**config.mk**
```make
export PLATFORM = sky130hd
export DESIGN_NAME = uart_rx
export DESIGN_NICKNAME = d
export VERILOG_FILES = /design/src/rtl/uart_rx_pkg.sv /design/src/rtl/uart_rx_fifo.sv /design/src/rtl/uart_rx.sv
export SDC_FILE = /design/constraint.sdc
export NUM_CORES = 1
export LEC_CHECK = 0
export ABC_CLOCK_PERIOD_IN_PS = 7020
export CAP_MARGIN = 20
export CORE_MARGIN = 1
export CORE_UTILIZATION = 64
export CTS_CLUSTER_DIAMETER = 80
export DETAILED_ROUTE_END_ITERATION = 6
export PLACE_DENSITY = 0.84
export SYNTH_ARGS = -nofsm -noshare
export SYNTH_HDL_FRONTEND = slang
export SYNTH_SLANG_ARGS = --single-unit
```
**constraint.sdc**
```tcl
create_clock -name clk -period 7.02 [get_ports clk]
set_input_delay 1.404 -clock clk [delete_from_list [all_inputs] [get_ports clk]]
set_output_delay 1.404 -clock clk [all_outputs]
set_load 0.02 [all_outputs]
```
**src/rtl/uart_rx_pkg.sv**
```systemverilog
// Shared UART baud defaults, used by both uart_tx and uart_rx.
// Latency: n/a (constants only).
// Backpressure: n/a.
package uart_rx_pkg;

  localparam int unsigned DEFAULT_CLOCK_FREQUENCY = 27_000_000;
  localparam int unsigned DEFAULT_BAUD_RATE       = 115_200;
  localparam int unsigned DEFAULT_FIFO_DEPTH      = 4;

  // Clocks per bit, integer-truncated (234 at the defaults).
  function automatic int unsigned baud_divisor(input int unsigned clock_hz, input int unsigned baud);
    return clock_hz / baud;
  endfunction

  localparam int unsigned DEFAULT_BAUD_DIVISOR =
    baud_divisor(DEFAULT_CLOCK_FREQUENCY, DEFAULT_BAUD_RATE);

endpackage

```
**src/rtl/uart_rx_fifo.sv**
```systemverilog
// Small synchronous first-word-fall-through FIFO for received bytes.
// Latency: a byte pushed into an empty FIFO appears on pop_data the next cycle.
// Backpressure: push while full is ignored unless a pop happens in the same cycle.
// Ports: clk, rst (async, active-high), push/push_data, pop/pop_data, empty, full.
module uart_rx_fifo #(
  parameter int unsigned WIDTH = 8,
  parameter int unsigned DEPTH = 4
) (
  input  logic             clk,
  input  logic             rst,
  input  logic             push,
  input  logic [WIDTH-1:0] push_data,
  input  logic             pop,
  output logic [WIDTH-1:0] pop_data,
  output logic             empty,
  output logic             full
);

  localparam int unsigned PTR_W = $clog2(DEPTH);
  localparam int unsigned CNT_W = PTR_W + 1;

  logic [WIDTH-1:0] mem [DEPTH];
  logic [PTR_W-1:0] wr_ptr;
  logic [PTR_W-1:0] rd_ptr;
  logic [CNT_W-1:0] count;
  logic [WIDTH-1:0] last_head;
  logic             do_push;
  logic             do_pop;

  assign empty   = (count == '0);
  assign full    = (count == CNT_W'(DEPTH));
  assign do_pop  = pop && !empty;
  // A pop in the same cycle frees the slot being written, so a full FIFO can still accept.
  assign do_push = push && (!full || do_pop);

  // While empty, keep showing the last head byte rather than a stale memory slot.
  assign pop_data = empty ? last_head : mem[rd_ptr];

  always_ff @(posedge clk) begin
    if (do_push) begin
      mem[wr_ptr] <= push_data;
    end
  end

  always_ff @(posedge clk or posedge rst) begin
    if (rst) begin
      wr_ptr    <= '0;
      rd_ptr    <= '0;
      count     <= '0;
      last_head <= '0;
    end else begin
      if (do_push) begin
        wr_ptr <= wr_ptr + 1'b1;
      end
      if (do_pop) begin
        rd_ptr    <= rd_ptr + 1'b1;
        last_head <= mem[rd_ptr];
      end
      case ({do_push, do_pop})
        2'b10:   count <= count + 1'b1;
        2'b01:   count <= count - 1'b1;
        default: count <= count;
      endcase
    end
  end

endmodule

```
**src/rtl/uart_rx.sv**
```systemverilog
// UART 8N1 receiver: 2-FF synchroniser, mid-bit sampling FSM, byte FIFO with valid/ready output.
// Latency: 2 cycles sync; byte visible ~BAUD_DIVISOR/2+3 clocks after the stop bit begins.
// Backpressure: rx_ready low lets the FIFO fill; a good byte arriving while full is dropped with an overrun pulse.
// Ports: clk, rst (async, active-high), rx (async serial in), rx_data/rx_valid/rx_ready, frame_error, overrun.
module uart_rx
  import uart_rx_pkg::*;
#(
  parameter int unsigned CLOCK_FREQUENCY = DEFAULT_CLOCK_FREQUENCY,
  parameter int unsigned BAUD_RATE       = DEFAULT_BAUD_RATE,
  parameter int unsigned BAUD_DIVISOR    = CLOCK_FREQUENCY / BAUD_RATE,
  parameter int unsigned FIFO_DEPTH      = DEFAULT_FIFO_DEPTH
) (
  input  logic       clk,
  input  logic       rst,
  input  logic       rx,
  output logic [7:0] rx_data,
  output logic       rx_valid,
  input  logic       rx_ready,
  output logic       frame_error,
  output logic       overrun
);

  localparam int unsigned CNT_W = $clog2(BAUD_DIVISOR);
  localparam logic [CNT_W-1:0] HALF_CNT = CNT_W'(BAUD_DIVISOR / 2 - 1);
  localparam logic [CNT_W-1:0] LAST_CNT = CNT_W'(BAUD_DIVISOR - 1);

  localparam logic [2:0] WAIT_IDLE = 3'd0;
  localparam logic [2:0] IDLE      = 3'd1;
  localparam logic [2:0] START     = 3'd2;
  localparam logic [2:0] DATA      = 3'd3;
  localparam logic [2:0] STOP      = 3'd4;

  logic             rx_meta;
  logic             rx_s;
  logic [2:0]       state;
  logic [CNT_W-1:0] baud_cnt;
  logic [2:0]       bit_idx;
  logic [7:0]       shift;
  logic             sample;
  logic             push;
  logic             pop;
  logic             fifo_empty;
  logic             fifo_full;

  // Start bit is checked at its midpoint; all later bits are a full bit period apart.
  assign sample   = (state == START) ? (baud_cnt == HALF_CNT) : (baud_cnt == LAST_CNT);
  assign push     = (state == STOP) && sample && rx_s;
  assign rx_valid = !fifo_empty;
  assign pop      = rx_valid && rx_ready;

  always_ff @(posedge clk or posedge rst) begin
    if (rst) begin
      rx_meta <= 1'b1;
      rx_s    <= 1'b1;
    end else begin
      rx_meta <= rx;
      rx_s    <= rx_meta;
    end
  end

  always_ff @(posedge clk or posedge rst) begin
    if (rst) begin
      state       <= WAIT_IDLE;
      baud_cnt    <= '0;
      bit_idx     <= '0;
      shift       <= '0;
      frame_error <= 1'b0;
      overrun     <= 1'b0;
    end else begin
      frame_error <= 1'b0;
      // Stop bit 1 (push) and stop bit 0 (frame_error) are exclusive, so the pulses never overlap.
      overrun     <= push && fifo_full && !pop;
      case (state)
        WAIT_IDLE: begin
          if (rx_s) begin
            state <= IDLE;
          end
        end
        IDLE: begin
          if (!rx_s) begin
            state    <= START;
            baud_cnt <= '0;
          end
        end
        START: begin
          if (sample) begin
            baud_cnt <= '0;
            bit_idx  <= '0;
            state    <= rx_s ? IDLE : DATA;
          end else begin
            baud_cnt <= baud_cnt + 1'b1;
          end
        end
        DATA: begin
          if (sample) begin
            baud_cnt       <= '0;
            shift[bit_idx] <= rx_s;
            bit_idx        <= bit_idx + 1'b1;
            if (bit_idx == 3'd7) begin
              state <= STOP;
            end
          end else begin
            baud_cnt <= baud_cnt + 1'b1;
          end
        end
        STOP: begin
          if (sample) begin
            baud_cnt <= '0;
            if (rx_s) begin
              state <= IDLE;
            end else begin
              frame_error <= 1'b1;
              state       <= WAIT_IDLE;
            end
          end else begin
            baud_cnt <= baud_cnt + 1'b1;
          end
        end
        default: state <= WAIT_IDLE;
      endcase
    end
  end

  uart_rx_fifo #(
    .WIDTH (8),
    .DEPTH (FIFO_DEPTH)
  ) u_fifo (
    .clk       (clk),
    .rst       (rst),
    .push      (push),
    .push_data (shift),
    .pop       (pop),
    .pop_data  (rx_data),
    .empty     (fifo_empty),
    .full      (fifo_full)
  );

endmodule
```
### Word-level counts from Yosys, hierarchy flattened

Memory sizes are Yosys's and may differ from the RTL's.
Cells that the tools add are included.

* reductions and logical operators: 22
* $add $sub $neg: 6
* bitwise gates (word level): 0
* order comparisons: 2
* shift operators: 0
* mux-type cells: 26
* div/mod/pow operators: 0
* equality and inequality tests: 16
* multipliers: 0

Operators with widths (count)
* $mux W3: 8
* $mux W8: 3
* $pmux W8 S2: 1
* $pmux W3 S5: 1
* $ne A2 B2 Y1 const B: 6
* $pmux W3 S2: 2
* $eq A3 B3 Y1 const B: 3
* $add A8 B1 Y8 const B: 1
* $bwmux W8: 1
* $eq A8 B7 Y1 const B: 1
* $eq A8 B8 Y1 const B: 1
* $logic_and A1 B1 Y1: 8
* $mux W1: 8
* $add A3 B1 Y3 const B: 2
* $eq A3 B2 Y1 const B: 2
* $logic_not A3 Y1: 2
* $reduce_and A6 Y1: 1
* $reduce_bool A2 Y1: 3
* $add A2 B1 Y2 const B: 2
* $lt A3 B4 Y1 const B: 1
* $reduce_and A2 Y1: 2
* $demux W1 S3: 1
* $eq A3 B1 Y1 const B: 1
* $ge A3 B1 Y1 const B: 1
* 8 further kinds: 10

* memory bits (read-only): 0
* output and inout bits: 11
* register bits: 41
* bits in latches: 0
* RAM bits: 32
* input bits: 4
* memories kept: 1

Memories
* u_fifo.mem: depth 4, bits a word 8, read ports 1, clocked after Yosys merged registers in 0, wr ports 1, RTL line uart_rx_fifo.sv:22 `logic [WIDTH-1:0] mem [DEPTH];`

### Logic depth before layout (Yosys ltp)

* word-level depth: 8
* mapped depth: 12

### By module

From an unflattened synthesis, not the netlist that was laid out.

* cells, all modules: 228
* area total of the unflattened synthesis: 3291.9 µm²

Modules (own cells, without submodules)
* uart_rx_fifo: area each 1981.9 µm², instances 1, cells each 106
* uart_rx: area each 1310.0 µm², instances 1, cells each 122

### Least setup slack after synthesis

OpenSTA, ideal clock, no wires.

* path type: in2reg
* start point: input port rx_ready
* end point: register u_fifo.count[2]
* setup time: 0.079 ns
* cell stages on the path: 9
* data required time: 6.941 ns
* path slack: 3.884 ns
* arrival time: 3.057 ns
* cell sequence: nor4b_1 > nor3_4 > inv_1 > ha_1 > inv_1 > fa_1 > xor2_1 > nor2_1 > xor2_1

* longest elaborated chain between the ends: 6
* elaborated cells on any way between the ends: 8
* classes of those cells: eq/ne: 2; mux: 1; reduce/logical: 5

RTL lines
* start, declared: RTL line uart_rx.sv:18 `input logic rx_ready,`
* $logic_and A1 B1 Y1 *: RTL line uart_rx.sv:49 `assign pop = rx_valid && rx_ready;`
* $logic_and A1 B1 Y1 *: RTL line uart_rx_fifo.sv:32 `assign do_pop = pop && !empty;`
* $logic_or A1 B1 Y1: RTL line uart_rx_fifo.sv:34 `assign do_push = push && (!full || do_pop);`
* $logic_and A1 B1 Y1: RTL line uart_rx_fifo.sv:34
* $eq A2 B1 Y1 or $eq A2 B2 Y1 (tied branches): RTL line uart_rx_fifo.sv:59 `case ({do_push, do_pop})`
* $pmux W3 S2 or $reduce_bool A2 Y1 (tied branches)
* end signal, assigned: RTL line uart_rx_fifo.sv:60 `2'b10: count <= count + 1'b1;`
* end signal, assigned: RTL line uart_rx_fifo.sv:61 `2'b01: count <= count - 1'b1;`
* end signal, assigned: RTL line uart_rx_fifo.sv:62 `default: count <= count;`
* end, declared: RTL line uart_rx_fifo.sv:25 `logic [CNT_W-1:0] count;`

Mark *: on every way between the ends. The rest lies on a longest branch, timed or not.
A chain may end at the register's enable or synchronous reset.

### Worst setup path after layout

* start point: register u_fifo.rd_ptr[0]
* end point: output port rx_data[0]

* longest elaborated chain between the ends: 2

RTL lines
* start, declared: RTL line uart_rx_fifo.sv:24 `logic [PTR_W-1:0] rd_ptr;`
* start signal, assigned: RTL line uart_rx_fifo.sv:56 `rd_ptr <= rd_ptr + 1'b1;`
* $mem_v2 Z4 W8
* $mux W8: RTL line uart_rx_fifo.sv:37 `assign pop_data = empty ? last_head : mem[rd_ptr];`
* end, declared: RTL line uart_rx.sv:16 `output logic [7:0] rx_data,`

Every way passes these cells.

==> summary.md <==
| Metric | Value |
|---|---|
| Status | finished, final reports clean |
| Reg2Reg Setup Slack | about 4.5 ns |
| FF-to-FF End | u_fifo.count[2]$_DFFE_PP0P_ |
| Final GP Congestion | 0.811 |
| Mapped Area | 3330 um2 |
| Total power | 1010 uW |
| First-pass iteration count of the detailed router | 4 |
| Vias | 1910 |
| Synthesized Nets | 258 |
| Global Route met3 Usage | between 7 and 8% |
| N_diodes | 0 |
| Met2 usage | 38.8% |
| Detail Placement HPWL | 3.61 mm |
| M1 GR Usage | 27.1% |
| Setup violators final | 0 |
| Worst Path Required | 5.62 ns |
| Maxcap violations | 0 |
| Static leakage | 0.00155 uW |
| Crit path DAT | 2.47 ns |
| Yosys Warn Count | 0 |
| H-tree levels | 3 |
| Ports | 15 |
| Worst reg2reg path depth | 8 |
| Setup bufs post-CTS | 0 |
| Setup CP Type | flop to primary output |
| Tot GR Track Use | 23.1% |
| Pin count of the biggest net entering global routing | 42 |
| DIE WIDTH | 74.1 um |
| Setup Skew | 0.00489 ns |
| Clock Path Buffers | 2 |
| CP Max Fanout | 10 |
| Top cell type's share of synthesized area | approximately 30% |
| Top_reg_cell synth | dfrtp_1 |
| Origin of the worst setup path | u_fifo.rd_ptr[0]$_DFFE_PP0P_ |
| Post-synth cell types | 45 |
| FFs w/ async S/R, synth | between 50 and 60% |
| Yosys reg bits | 73 |
| Worst-path clk slew | 0.07 ns |
| FP Rows | 25 |
| Min Tclk post-route | 3.88 ns |
| Final worst path period share | 55.2% |
| Slew margin rel. | 52.5% |
| Vias in the first global route | 1940 |
| Hold_buf cts | 0 |
| Setup TNS | 0 ns |
| Antenna viol nets, final | 0 |
| Share of cells above drive strength 1 | about a fifth |
| Post-synth top area cell | dfrtp_1 |
| Critical Path Source Type | flop |
| CTS Sinks | 73 |
| RSZ-0062 raised after global routing | false |
| Max stage delay on crit path | 0.71 ns |
| Post-Syn Area per Cell | 13.6 um2 |
| Ranking of synthesized cells by area | dfrtp_1 29%, edfxtp_1 29%, mux2_2 7.4% |
| Post-synth EDFFs | 32 |
| Fmax achieved | 258 MHz |
| Detailed-route vias per instance | between 5 and 6 |
| Port buffer count | 14 |
| Most Crowded Layer GR | met2 |
| Pins Over Slew Limit | 0 |
| Type of the tightest min-delay check | flop to flop |
| Wire per inst | 16.0 um |
| Initial antenna violation count | 0 |
| CP endpoint | rx_data[0] |
| Hold_ws | around 0.36 ns |
| Nets@finish | ~270 |
| Worst Tran Pin Value | 0.703 ns |
| Cts bufs inserted | 9 |
| Initial Util | 68.7% |
| CTS tree | built |
| DRC | 0 |
| Post-CTS sizing | 0 |
| Die Area | 5490 um2 |
| Cell Pwr Density | 274 nW/um2 |
| Initial DRC Count | a little over 90 |
| Sequential-to-total area share from yosys stat | 59.8% |
| Cell Chain, Critical Path | mux4_2, mux2_2, clkdlybuf4s50_1 |
| R2R Path Start | u_fifo.count[0]$_DFFE_PP0P_ |
| Die Ht | ~74 um |
| Root Buffer | clkbuf_8 |
| Core area | 4850 um2 |
| Max VDD drop | 0.000231 V |
| Final Hold Vio Count | 0 |
| Worst setup EP type | primary output |
| Grt ovf | 0 |
| First-pass GRT wire length | 8.91 mm |
| WL final | 5.30 mm |
| Layout area overhead | 10.2% |
| Clk_lat worst skew | 0.34 ns |
| Syn Inst Count | between 200 and 250 |
| Fillcell total | 310 |
| Slowest cell on crit path | dfrtp_1 |
-- cell usage after synthesis (2+ instances only) --
library cell / count
dfstp_2: 2
mux2i_1: 3
clkbuf_1: 7
nor3_1: 5
nand2b_1: 2
a21oi_1: 5
nor2_1: 20
dfrtp_1: 39
xnor2_1: 4
mux4_2: 8
ha_1: 8
inv_1: 12
o21ai_0: 6
edfxtp_1: 32
mux2_2: 22
nand3_1: 4
xor2_1: 9
mux2_1: 3
buf_2: 4
nand3b_1: 3
and2_1: 6
nand2_1: 18
-- cells by family after synthesis --
kind of cell	Yosys count	synth area share, %
adders and majority gates	9	3.61
xor gates and xnor gates	13	3.42
buffers and inverters	24	2.97
muxes	36	14.8
DFF	73	59.8
AOI/OAI and AO/OA	22	4.47
and+or+nand+nor	68	11.0
-- per-layer routing --
metal / vias to the layer above / part of all wire (%)
met5: - / 0
met4: 0 / 1.4
met3: 6 / 2.9
met2: 21 / 51
met1: 973 / 45
li1: 910 / -
-- power breakdown --
part	total, uW	switching [uW]	internal (uW)
combinational	188	91.8	96.6
clock	273	140	133
sequential	544	64.0	480
-- cell usage in the layout, fill, tap and decap left out, types with 2 or more instances in the layout --
cell type and instances:
dfrtp_1 39, edfxtp_1 32, mux2_2 22, nor2_1 20, nand2_1 18, clkdlybuf4s50_1 14, inv_1 12, clkbuf_8 10
xor2_1 9, mux4_2 8, ha_1 8, and2_1 6, o21ai_0 6, a21oi_1 5, nor3_1 5, xnor2_1 4
nand3_1 4, mux2_1 3, nand3b_1 3, mux2i_1 3, clkinv_1 3, nand2b_1 2, clkinv_2 2, dfstp_2 2
-- worst min path at each step --
| stage | start | endpoint | slack (ns) | cells after the start |
|---|---|---|---|---|
| floorplan | rx_meta$_DFF_PP1_ | rx_s$_DFF_PP1_ | 0.35 | 0 |
| global placement | rx_meta$_DFF_PP1_ | rx_s$_DFF_PP1_ | 0.35 | 0 |
| detailed placement | rx_meta$_DFF_PP1_ | rx_s$_DFF_PP1_ | 0.35 | 0 |
| CTS | rx_meta$_DFF_PP1_ | rx_s$_DFF_PP1_ | 0.36 | 0 |
| global route | rx_meta$_DFF_PP1_ | rx_s$_DFF_PP1_ | 0.36 | 0 |
| finish | rx_meta$_DFF_PP1_ | rx_s$_DFF_PP1_ | 0.36 | 0 |
-- through the flow --
| step | utilization, % | worst slack [ns] | instance area, um2 | instances |
|---|---|---|---|---|
| after floorplan | - | 3.88 | 3330 | 245 |
| after global routing | 75.7 | 3.00 | 3670 | 331 |
| after detailed placement | 72.3 | 3.24 | 3510 | 315 |
| after global placement | 72.3 | 3.38 | 3510 | 315 |
| after CTS | 75.7 | 3.08 | 3670 | 331 |
| final | 75.7 | 3.14 | 3670 | 331 |
-- state kept, by name (all words and copies together), names as in the netlist --
name and cells:
u_fifo.last_head 8, frame_error 1, overrun 1, bit_idx 3
u_fifo.count 3, state 3, u_fifo.mem 32, rx_s 1
shift 8, u_fifo.wr_ptr 2, rx_meta 1, baud_cnt 8
u_fifo.rd_ptr 2
-- final cells by class --
type	count	area [um2]	share of cell area [%]
Clock buffer	11	141	3.85
Clock inverter	5	21.3	0.580
Inverter	12	45.0	1.23
Multi-Input combinational cell	148	1240	33.8
Sequential cell	73	1990	54.2
Tap cell	67	83.8	2.28
Timing Repair Buffer	15	148	4.02
-- critical path, delay by kind of cell (launching register included) --
family / cells / cell delay, ns
multiplexers: 2 / 0.87
flip-flops: 1 / 0.71
buffers and inverters: 1 / 0.54
Power figures use the tool's default switching activity.
